$ cat src/rtl/rf_if_arbiter.sv
// rf_if_arbiter: shares one RF transceiver register interface between
// NUM_REQ requesters. Round-robin grant, one transaction in flight, the
// interface's ready is ignored for READY_GUARD cycles after the strobe, and a
// transaction that never sees ready again is aborted with an error response.
module rf_if_arbiter #(
   parameter int NUM_REQ     = 3,
   parameter int READY_GUARD = 3,
   parameter int TIMEOUT     = 4095
) (
   input  logic                   clk,
   input  logic                   rst,
   input  logic [NUM_REQ-1:0]     req_valid,
   input  logic [2*NUM_REQ-1:0]   req_inst,
   input  logic [10*NUM_REQ-1:0]  req_addr,
   input  logic [8*NUM_REQ-1:0]   req_wdata,
   output logic [NUM_REQ-1:0]     req_ack,
   output logic [NUM_REQ-1:0]     rsp_valid,
   output logic [7:0]             rsp_rdata,
   output logic                   rsp_err,
   input  logic                   rf_ready,
   input  logic [7:0]             rf_rdata,
   output logic [1:0]             rf_inst,
   output logic [9:0]             rf_addr,
   output logic [7:0]             rf_data,
   output logic                   rf_cs,
   output logic                   busy,
   output logic [1:0]             grant_id
);

   typedef enum logic [2:0] {
      IDLE,
      SETUP,
      STROBE,
      GUARD,
      WAIT_RDY,
      RESP
   } state_t;

   state_t      state;
   logic [1:0]  ptr;
   logic [11:0] cnt;

   logic        found;
   logic [1:0]  pick;
   logic [2:0]  cand;
   logic [1:0]  sel_inst;
   logic [9:0]  sel_addr;
   logic [7:0]  sel_wdata;

   // Short ops only reach the lower 64 registers; the upper address bits are zeroed.
   function automatic logic [9:0] port_addr(input logic [1:0] inst, input logic [9:0] addr);
      return inst[1] ? addr : {4'b0000, addr[5:0]};
   endfunction

   function automatic logic [NUM_REQ-1:0] onehot(input logic [1:0] id);
      logic [NUM_REQ-1:0] v;
      for (int j = 0; j < NUM_REQ; j++) v[j] = (id == 2'(j));
      return v;
   endfunction

   // Round-robin search from ptr upward (wrapping), then mux out the winner's fields.
   always_comb begin
      found     = 1'b0;
      pick      = ptr;
      cand      = '0;
      sel_inst  = '0;
      sel_addr  = '0;
      sel_wdata = '0;
      for (int k = 0; k < NUM_REQ; k++) begin
         cand = 3'(ptr) + 3'(k);
         if (cand >= 3'(NUM_REQ)) cand = cand - 3'(NUM_REQ);
         for (int j = 0; j < NUM_REQ; j++) begin
            if (!found && req_valid[j] && cand == 3'(j)) begin
               found = 1'b1;
               pick  = 2'(j);
            end
         end
      end
      for (int j = 0; j < NUM_REQ; j++) begin
         if (pick == 2'(j)) begin
            sel_inst  = req_inst[2*j +: 2];
            sel_addr  = req_addr[10*j +: 10];
            sel_wdata = req_wdata[8*j +: 8];
         end
      end
   end

   // Transaction FSM; every output is a register written here. The rf_* output
   // registers double as the latched request, so later req_* changes are ignored.
   always_ff @(posedge clk or posedge rst) begin
      if (rst) begin
         state     <= IDLE;
         ptr       <= '0;
         cnt       <= '0;
         req_ack   <= '0;
         rsp_valid <= '0;
         rsp_rdata <= '0;
         rsp_err   <= 1'b0;
         rf_inst   <= '0;
         rf_addr   <= '0;
         rf_data   <= '0;
         rf_cs     <= 1'b0;
         busy      <= 1'b0;
         grant_id  <= '0;
      end else begin
         req_ack   <= '0;
         rsp_valid <= '0;
         rf_cs     <= 1'b0;
         case (state)
            IDLE: begin
               if (rf_ready && found) begin
                  rf_inst  <= sel_inst;
                  rf_addr  <= port_addr(sel_inst, sel_addr);
                  rf_data  <= sel_wdata;
                  grant_id <= pick;
                  ptr      <= (pick == 2'(NUM_REQ - 1)) ? 2'd0 : pick + 2'd1;
                  req_ack  <= onehot(pick);
                  busy     <= 1'b1;
                  state    <= SETUP;
               end
            end
            SETUP: begin
               rf_cs <= 1'b1;
               state <= STROBE;
            end
            STROBE: begin
               cnt   <= '0;
               state <= (READY_GUARD == 0) ? WAIT_RDY : GUARD;
            end
            GUARD: begin
               if (cnt == 12'(READY_GUARD - 1)) begin
                  cnt   <= '0;
                  state <= WAIT_RDY;
               end else begin
                  cnt <= cnt + 12'd1;
               end
            end
            WAIT_RDY: begin
               if (rf_ready) begin
                  rsp_rdata <= rf_inst[0] ? 8'h00 : rf_rdata;
                  rsp_err   <= 1'b0;
                  rsp_valid <= onehot(grant_id);
                  state     <= RESP;
               end else if (cnt == 12'(TIMEOUT - 1)) begin
                  rsp_rdata <= 8'h00;
                  rsp_err   <= 1'b1;
                  rsp_valid <= onehot(grant_id);
                  state     <= RESP;
               end else begin
                  cnt <= cnt + 12'd1;
               end
            end
            RESP: begin
               busy  <= 1'b0;
               state <= IDLE;
            end
            default: state <= IDLE;
         endcase
      end
   end

endmodule

$ cat config.mk
export PLATFORM = sky130hd
export DESIGN_NAME = rf_if_arbiter
export DESIGN_NICKNAME = d
export VERILOG_FILES = /design/src/rtl/rf_if_arbiter.sv
export SDC_FILE = /design/constraint.sdc
export NUM_CORES = 1
export LEC_CHECK = 0
export ABC_AREA = 1
export CORE_UTILIZATION = 38
export DETAILED_ROUTE_END_ITERATION = 6
export GPL_TIMING_DRIVEN = 0
export HOLD_SLACK_MARGIN = 0.15
export MAX_ROUTING_LAYER = met4
export PLACE_DENSITY = 0.8
export SETUP_SLACK_MARGIN = 0.05
export SYNTH_ARGS = -nofsm -noshare
export SYNTH_HDL_FRONTEND = slang
export SYNTH_SLANG_ARGS = --single-unit
export TNS_END_PERCENT = 50
$ cat constraint.sdc
create_clock -name clk -period 4.4 [get_ports clk]
set_clock_uncertainty 0.15 [all_clocks]
set_input_delay 0.66 -clock clk [delete_from_list [all_inputs] [get_ports clk]]
set_output_delay 0.66 -clock clk [all_outputs]
set_load 0.01 [all_outputs]
### Word-level counts from Yosys, hierarchy flattened

Index checks and enable logic that the tools add are counted.

* multiplexer cells: 54
* add/sub/neg operators: 7
* equality and inequality tests: 22
* magnitude comparators: 3
* reductions and logical operators: 40

Operator list (number)
* $mux W8: 6
* $mux W10: 4
* $mux W12: 3
* $mux W3: 12
* $pmux W12 S3: 1
* $mux W2: 13
* $logic_and A1 B1 Y1: 18
* $eq A3 B2 Y1 const B: 5
* $pmux W3 S5: 1
* $mux W1: 13
* $add A12 B1 Y12 const B: 1
* $eq A12 B12 Y1 const B: 1
* $eq A12 B2 Y1 const B: 1
* $eq A3 B1 Y1 const B: 4
* $logic_not A3 Y1: 4
* $logic_not A1 Y1: 8
* $ne A2 B2 Y1 const B: 4
* $eq A3 B3 Y1 const B: 2
* $ge A3 B2 Y1 const B: 2
* $reduce_and A2 Y1: 3
* $reduce_and A3 Y1: 2
* $sub A3 B2 Y3 const B: 2
* $eq A2 B1 Y1 const B: 2
* $eq A2 B2 Y1 const B: 2
* 10 further kinds: 12

* output and inout bits: 39
* word-level logic and storage cells: 139
* register bits: 56
* input port bits: 74

### Logic depth before layout (Yosys ltp)

Gate-level depths: netlist (run 1).

* word-level depth: 42
* gate-level depth with buffers: 17
* depth with buffers taken out: 16

### Worst setup path before layout (run 1)

OpenSTA, ideal clock, no wires.

* path type: reg-to-reg
* start: register ptr[0]
* end: register rf_addr[6]
* period minus slack after synthesis: 2204 ps
* path buffers: 1
* data required time: 4132 ps
* cell stages (with the launch flop): 14
* slack: 2196 ps
* library setup time: 118 ps
* data arrival time: 1936 ps
* path through: dfrtp_1 inv_1 ha_1 nand2_2 nand2_2 a21oi_2 nand2_1 nor3_2 nand3_2 buf_2 nand4_1 nand3_2 nand3_1 nand2_1

* longest elaborated chain between the ends: 42

Ends and longest elaborated chain
* from (decl): line 40 `logic [1:0] ptr;`
* from (signal assigned): line 116 `ptr <= (pick == 2'(NUM_REQ - 1)) ? 2'd0 : pick + 2'd1;`
* $sub A2 B2 Y3 or $ge A2 B2 Y1 (tied branches): line 71 `if (cand >= 3'(NUM_REQ)) cand = cand - 3'(NUM_REQ);`
* $mux W3: line 71
* $logic_not A3 Y1: line 73 `if (!found && req_valid[j] && cand == 3'(j)) begin`
* $logic_and A1 B1 Y1: line 73
* $mux W1: line 73
* $logic_not A1 Y1: line 73
* $logic_and A1 B1 Y1 (2 in a row): line 73
* $mux W1: line 73
* [... 21 more ...]
* $logic_and A1 B1 Y1 (2 in a row): line 73
* $mux W1: line 73
* $logic_not A1 Y1: line 73
* $logic_and A1 B1 Y1 (2 in a row): line 73
* $mux W2: line 73
* $logic_not A2 Y1: line 80 `if (pick == 2'(j)) begin`
* $mux W10 or $mux W2 (tied branches) (3 in a row): line 80
* $mux W10: line 52 `return inst[1] ? addr : {4'b0000, addr[5:0]};`
* to (signal assigned): line 113 `rf_addr <= port_addr(sel_inst, sel_addr);`
* to (decl): line 23 `output logic [9:0] rf_addr,`

Several ways; a longest one is shown, not always the timed one.
A chain may end at the register's enable or synchronous reset.

### Worst setup path in the final report (run 1)

* start: input req_valid[2]
* end: register rf_data[6]

* longest elaborated chain between the ends: 31

Ends and longest elaborated chain
* from (decl): line 12 `input logic [NUM_REQ-1:0] req_valid,`
* $logic_and A1 B1 Y1 (2 in a row): line 73
* $mux W1: line 73
* $logic_not A1 Y1: line 73
* $logic_and A1 B1 Y1 (2 in a row): line 73
* $mux W1: line 73
* $logic_not A1 Y1: line 73
* $logic_and A1 B1 Y1 (2 in a row): line 73
* $mux W1: line 73
* [... 8 more ...]
* $logic_not A1 Y1: line 73
* $logic_and A1 B1 Y1 (2 in a row): line 73
* $mux W1: line 73
* $logic_not A1 Y1: line 73
* $logic_and A1 B1 Y1 (2 in a row): line 73
* $mux W2: line 73
* $logic_not A2 Y1: line 80
* $mux W8 (3 in a row): line 80
* to (signal assigned): line 114 `rf_data <= sel_wdata;`
* to (decl): line 24 `output logic [7:0] rf_data,`

Several ways; a longest one is shown, not always the timed one.

==> flow_summary_export.csv, run 1 <==
group,metric,value,unit
clock_tree,cts_root_buffer,"clkbuf_8",
setup_path,worstPathArrival,2.74,ns
clock_tree,clk_pin_slew_worst_paths,0.10,ns
floorplan,core-area,7770,um2
floorplan,dieArea,8450,um2
synth,syn_nets,482,
setup_path,cp.required,4.50,ns
clock_tree,cts-buffers-inserted,5,
floorplan,die_h,91.9,um
sta,fmax,378,MHz
detailed_routing,antenna_left,0,
place,dp_hpwl,6530,um
final_layout,syn2layout_area_growth,44.3,%
clock_tree,cts_resized,0,
synth,ys_top_cells_by_area,"dfrtp_1, nand2_1, nand3_1",
power,power_density,632,nW/um2
detailed_routing,num_vias,3121,
global_route,grt_pass1_vias,3098,
clock_tree,clk_latency,0.31,ns
floorplan,start_util,39.5,%
setup_path,reg2reg_slack,1.85,ns
setup_path,reg2reg_from,"ptr[0]",
global_route,track_usage,21.4,%
clock_tree,numClockSinks,56,
sta,relSlewSlack,64.9,%
sta,min_period_over_period,60.2,%
synth,synth_edf_count,0,
synth,yosysSeqAreaShare,45.6,%
global_route,grt_pass1_wl,14100,um
final_layout,drive_above_1_share,7.81,%
place,dpl_cell_area,4340,um2
global_route,grt_max_degree,34,
sta,hold_violations,0,
synth,yosysMostFrequentCell,"nand2_1",
detailed_routing,routedWlPerCell,13.5,um
power,leakagePower,0.00208,uW
place,place_congestion,0.891,
synth,yosysWarnings,0,
detailed_routing,wl,8440,um
synth,yosys_most_used_dff,"dfrtp_1",
synth,synth.avg_cell_area,7.60,um2
clock_tree,cts_tree,"built",
synth,synth_area,3070,um2
floorplan,dieWidth,91.9,um
detailed_routing,drc,0,
min_path,whs_path_depth,2,
sta,worstMarginPinSlew,0.525,ns
synth,synth_seq_cells,56,
min_path,hold_path_startpoint,"rf_addr[0]",
sta,tns,0,ns
setup_path,r2r-end,"rf_data[6]",
synth,synth_largest_area_cell,"dfrtp_1",
setup_path,path_cells,"clkdlybuf4s50_1 -> inv_1 -> a21oi_2 -> nor3_2 -> nand3_1 -> nand2_1 -> nor2_1 -> clkbuf_1 -> nand2_1 -> nand3_1",
sta,rsz0062_at_grt,"no",
flow_run,cap_violations,0,
setup_path,critPathSlowestCell,"clkdlybuf4s50_1",
min_path,min_to,"rf_addr[0]",
synth,synthCells,404,
final_layout,layout.nets,602,
sta,finalMaxSlewViolations,0,
setup_path,reg2reg_depth,14,
final_layout,fin_area,4430,um2
synth,yosysUniqueCellTypes,29,
power,peakVddDrop,0.396,mV
detailed_routing,vias_per_cell,4.98,
floorplan,io_pins,113,
setup_path,critPathKind,"in -> reg",
place,port_buffers,112,
detailed_routing,drt_iter0_markers,212,
final_layout,antenna_cells,0,
global_route,antenna_found_initial,0,
synth,ys_async_sr_fraction,100,%
run_status,status,"completed",
synth,synthTopCellsByCount,"nand2_1, dfrtp_1, inv_1",
sta,fin_crit,2.65,ns
setup_path,crit_fanout,10,
clock_tree,hold_buffers,0,
setup_path,max_stage_delay,0.61,ns
floorplan,rows,32,
sta,setup_viol_count_final,0,
setup_path,worst_setup_path_start_kind,"input port",
synth,synth_top_area_share,45.6,%
clock_tree,htree_levels,2,
global_route,gr-total-overflow,0,
clock_tree,clock_path_buffers,2,
setup_path,cp-end-kind,"flop",
final_layout,final_util,57.1,%
clock_tree,cts_setup_buffers,0,
min_path,hold_class,"reg -> reg",
detailed_routing,drt_first_pass_iters,4,
-- cell usage in the layout (no fill, tap or decap), types with 4 or more instances in the layout --
| master | count |
|---|---|
| nor3_1 | 7 |
| nand2_2 | 5 |
| clkbuf_8 | 6 |
| nand3_1 | 48 |
| nand2_1 | 124 |
| o21ai_0 | 26 |
| a21oi_1 | 9 |
| clkdlybuf4s50_1 | 112 |
| nand4_1 | 20 |
| nand3_2 | 4 |
| buf_2 | 4 |
| dfrtp_1 | 56 |
| inv_1 | 50 |
| nor2_1 | 14 |
| ha_1 | 4 |
| nor2_2 | 4 |
-- critical path: cells and delay by family --
kind                   cells  cell delay [ns]
AO/OA/AOI/OAI              1             0.23
buffers and inverters      3             1.17
AND/OR/NAND/NOR            6             0.68
-- layout make-up --
type	count	area, um2
fill	741	3330
multi-input combinational	284	1400
buffer	11	68.8
tap	102	128
clock inverter	2	10.0
inverter	53	199
clock buffer	6	82.6
timing repair buffer	113	1140
sequential	56	1400
-- per-layer routing --
layer / GRT usage, % / routed length (um)
met5: - / 0
met4: 6.51 / 197
met3: 3.57 / 404
met2: 35.4 / 4170
met1: 26.8 / 3670
-- kinds of logic after synthesis --
logic type / count (synthesis) / share of synthesized area (%)
AOI/OAI and AO/OA: 40 / 6.92
xor gates and xnor gates: 2 / 0.570
adders and majority gates: 4 / 1.63
buffers and inverters: 64 / 8.72
DFF: 56 / 45.6
and+or+nand+nor: 238 / 36.5
-- worst max-delay path by stage --
stage | startpoint | end | slack (ns) | cells after the start
2_1_floorplan | ptr[0] | rf_addr[6] | 2.20 | 13
3_3_place_gp | rst | rf_addr[2] | 1.18 | 2
3_5_place_dp | req_valid[2] | rf_data[6] | 1.47 | 10
4_1_cts | req_valid[2] | rf_data[6] | 1.78 | 10
5_1_grt | req_valid[2] | rf_data[6] | 1.55 | 11
6_report | req_valid[2] | rf_data[6] | 1.75 | 10
-- through the flow --
step	hold slack (ns)	instances	setup slack [ns]	total power, uW
after global routing	0.372	627	1.55	3050
final	0.336	627	1.75	2800
after floorplan	0.321	404	2.20	1900
after global placement	0.312	618	1.18	2470
after detailed placement	0.314	619	1.47	2520
after CTS	0.340	627	1.78	2810
-- where the power goes --
group / internal (uW) / switching, uW / total (uW)
clock: 126 / 167 / 293
combinational: 728 / 991 / 1720
sequential: 684 / 104 / 788
-- state kept, by name, indices dropped and copies added, names as in the netlist, 3 cells and up --
register,cells
state,3
req_ack,3
rf_addr,10
rf_data,8
rsp_valid,3
cnt,12
rsp_rdata,8
(Power assumes the default switching activity.)
==> inputs of run 2 (changes only) <==
--- a/config.mk
+++ b/config.mk
@@ -11,7 +11,7 @@
 export GPL_TIMING_DRIVEN = 0
 export HOLD_SLACK_MARGIN = 0.15
 export MAX_ROUTING_LAYER = met4
-export PLACE_DENSITY = 0.8
+export PLACE_DENSITY = 0.83
 export SETUP_SLACK_MARGIN = 0.05
 export SYNTH_ARGS = -nofsm -noshare
 export SYNTH_HDL_FRONTEND = slang
==> constraint.sdc (replaced) <==
create_clock -name clk -period 2.2 [get_ports clk]
set_clock_uncertainty 0.15 [all_clocks]
set_input_delay 0.33 -clock clk [delete_from_list [all_inputs] [get_ports clk]]
set_output_delay 0.33 -clock clk [all_outputs]
set_load 0.01 [all_outputs]
==> flow_summary_export.csv, run 2 (synthesis gave the netlist of run 1 again) <==
group,metric,value,unit
final_layout,largestRegisters,"cnt (12), rf_addr (10)",
clock_tree,cts-buffers-inserted,5,
detailed_routing,num_vias,3351,
setup_path,crit_fanout,6,
global_route,grt_pass1_wl,14900,um
detailed_routing,antenna_left,0,
floorplan,rows,32,
final_layout,final_common_cell,"clkdlybuf4s50_1",
final_layout,syn2layout_area_growth,61.9,%
floorplan,die_h,91.9,um
clock_tree,cts_tree,"built",
sta,fin_crit,2.53,ns
power,peakVddDrop,0.997,mV
setup_path,critPathKind,"reg -> reg",
sta,finalMaxSlewViolations,0,
setup_path,cp.required,2.23,ns
clock_tree,clk_pin_slew_worst_paths,0.10,ns
run_status,violations,"negative setup slack",
floorplan,core-area,7770,um2
sta,worstMarginPinSlew,0.647,ns
global_route,grt_pass1_vias,3255,
setup_path,reg2reg_slack,-0.33,ns
sta,setup_viol_count_final,30,
place,place_congestion,0.898,
detailed_routing,drt_iter0_markers,277,
detailed_routing,wl,9470,um
power,finalPower,7110,uW
final_layout,drive_above_1_share,19.1,%
final_layout,largest_register,"cnt",
sta,hold_violations,0,
detailed_routing,drc,0,
floorplan,dieArea,8450,um2
detailed_routing,vias_per_cell,5.15,
clock_tree,cts_root_buffer,"clkbuf_8",
setup_path,reg2reg_from,"ptr[0]",
power,leakagePower,0.00230,uW
run_status,status,"finished with violations",
setup_path,r2r-end,"rf_addr[3]",
min_path,hold_class,"in -> async",
final_layout,antenna_cells,0,
sta,layout_setup_ws,-0.333,ns
final_layout,final_util,64.0,%
final_layout,nFillCells,649,
flow_run,cap_violations,0,
clock_tree,htree_levels,2,
setup_path,reg2reg_depth,15,
setup_path,worst_setup_path_start_kind,"flop",
floorplan,dieWidth,91.9,um
final_layout,fin_area,4970,um2
global_route,grt_max_degree,30,
sta,fmax,395,MHz
global_route,track_usage,22.6,%
detailed_routing,routedWlPerCell,14.5,um
global_route,antenna_found_initial,0,
clock_tree,clk_latency,0.32,ns
final_layout,layout.nets,626,
clock_tree,clock_path_buffers,2,
global_route,gr-total-overflow,0,
place,port_buffers,112,
floorplan,start_util,39.5,%
setup_path,worstPathArrival,2.57,ns
sta,min_period_over_period,115,%
place,dp_hpwl,6620,um
sta,rsz0062_at_grt,"yes",
detailed_routing,drt_first_pass_iters,4,
floorplan,io_pins,113,
power,power_density,1430,nW/um2
place,dpl_cell_area,4360,um2
sta,relSlewSlack,56.8,%
final_layout,largest_reg_flops,12,
setup_path,cp-end-kind,"flop",
final_layout,final_cell_mix,"clkdlybuf4s50_1, nand2_1, dfrtp_1",
clock_tree,numClockSinks,56,
-- run 2: changes by cell type in the layout (fill, tap and decap cells not counted), sizes merged --
cell and delta:
bufinv +1, nor2 +1, buf +24, clkinv -1, clkbuf -1
-- run 2: area by class of cell --
class	count	area (um2)	area share, %
plain buffers	11	121	2.44
multi-input cells	285	1640	33.0
clock inverters	2	38.8	0.780
repair buffers	136	1350	27.2
flip-flops and latches	56	1400	28.2
well taps	102	128	2.57
clock buffers	6	82.6	1.66
inverters	53	204	4.10
-- run 2: report_power, final --
group / total [uW] / switching [uW] / leakage, uW / internal [uW]
clock: 709 / 337 / 0.0000614 / 372
sequential: 1600 / 226 / 0.000731 / 1370
combinational: 4800 / 2540 / 0.00151 / 2270
total: 7110 / 3100 / 0.00230 / 4010
-- run 2: critical path, cell delays in order, from the launching register on --
cell     delay, ns
dfrtp_1       0.44
inv_2         0.12
ha_4          0.22
nand2_4       0.08
nand2_4       0.07
a21oi_4       0.18
nand2_4       0.08
nor3_4        0.27
nand3_2       0.15
nand2_2       0.13
inv_2         0.06
nand2_4       0.11
nor2_4        0.07
buf_12        0.13
nand2_2       0.05
nand4_1       0.10
-- run 2: per-stage QoR --
| stage | cells | hold slack, ns | setup TNS, ns | setup slack [ns] |
|---|---|---|---|---|
| final | 651 | 0.266 | -6.72 | -0.333 |
| after floorplan | 404 | 0.292 | 0 | 0.0608 |
| after detailed placement | 619 | 0.315 | -12.36 | -0.539 |
| after CTS | 643 | 0.305 | -2.72 | -0.147 |
| after global placement | 618 | 0.312 | -47.48 | -0.645 |
| after global routing | 651 | 0.338 | -10.0 | -0.412 |
-- run 2: worst max path at each step --
| stage | from | to | slack [ns] | cells past startpoint |
|---|---|---|---|---|
| after floorplan | ptr[1] | rf_addr[6] | 0.06 | 13 |
| after global placement | rst | rf_addr[8] | -0.65 | 2 |
| after detailed placement | req_valid[2] | rf_data[6] | -0.54 | 10 |
| after CTS | ptr[0] | rf_addr[9] | -0.15 | 13 |
| after global routing | ptr[0] | rf_addr[3] | -0.41 | 15 |
| final | ptr[0] | rf_addr[3] | -0.33 | 15 |
-- run 2: timing repair --
item | in CTS | in global routing
setup endpoints to repair | 31 | 38
setup buffers | 13 | 6
gates resized for setup | 37 | 50
gates cloned | 3 | 2
pin swaps | 14 | 21
hold buffers | 0 | 0
-- run 2: metal layers --
metal | GRT usage [%] | vias up | wire length [um]
met5 | - | - | 0
met4 | 5.99 | 0 | 177
met3 | 3.98 | 16 | 470
met2 | 38.7 | 106 | 4920
met1 | 27.5 | 1620 | 3900
li1 | - | 1609 | -
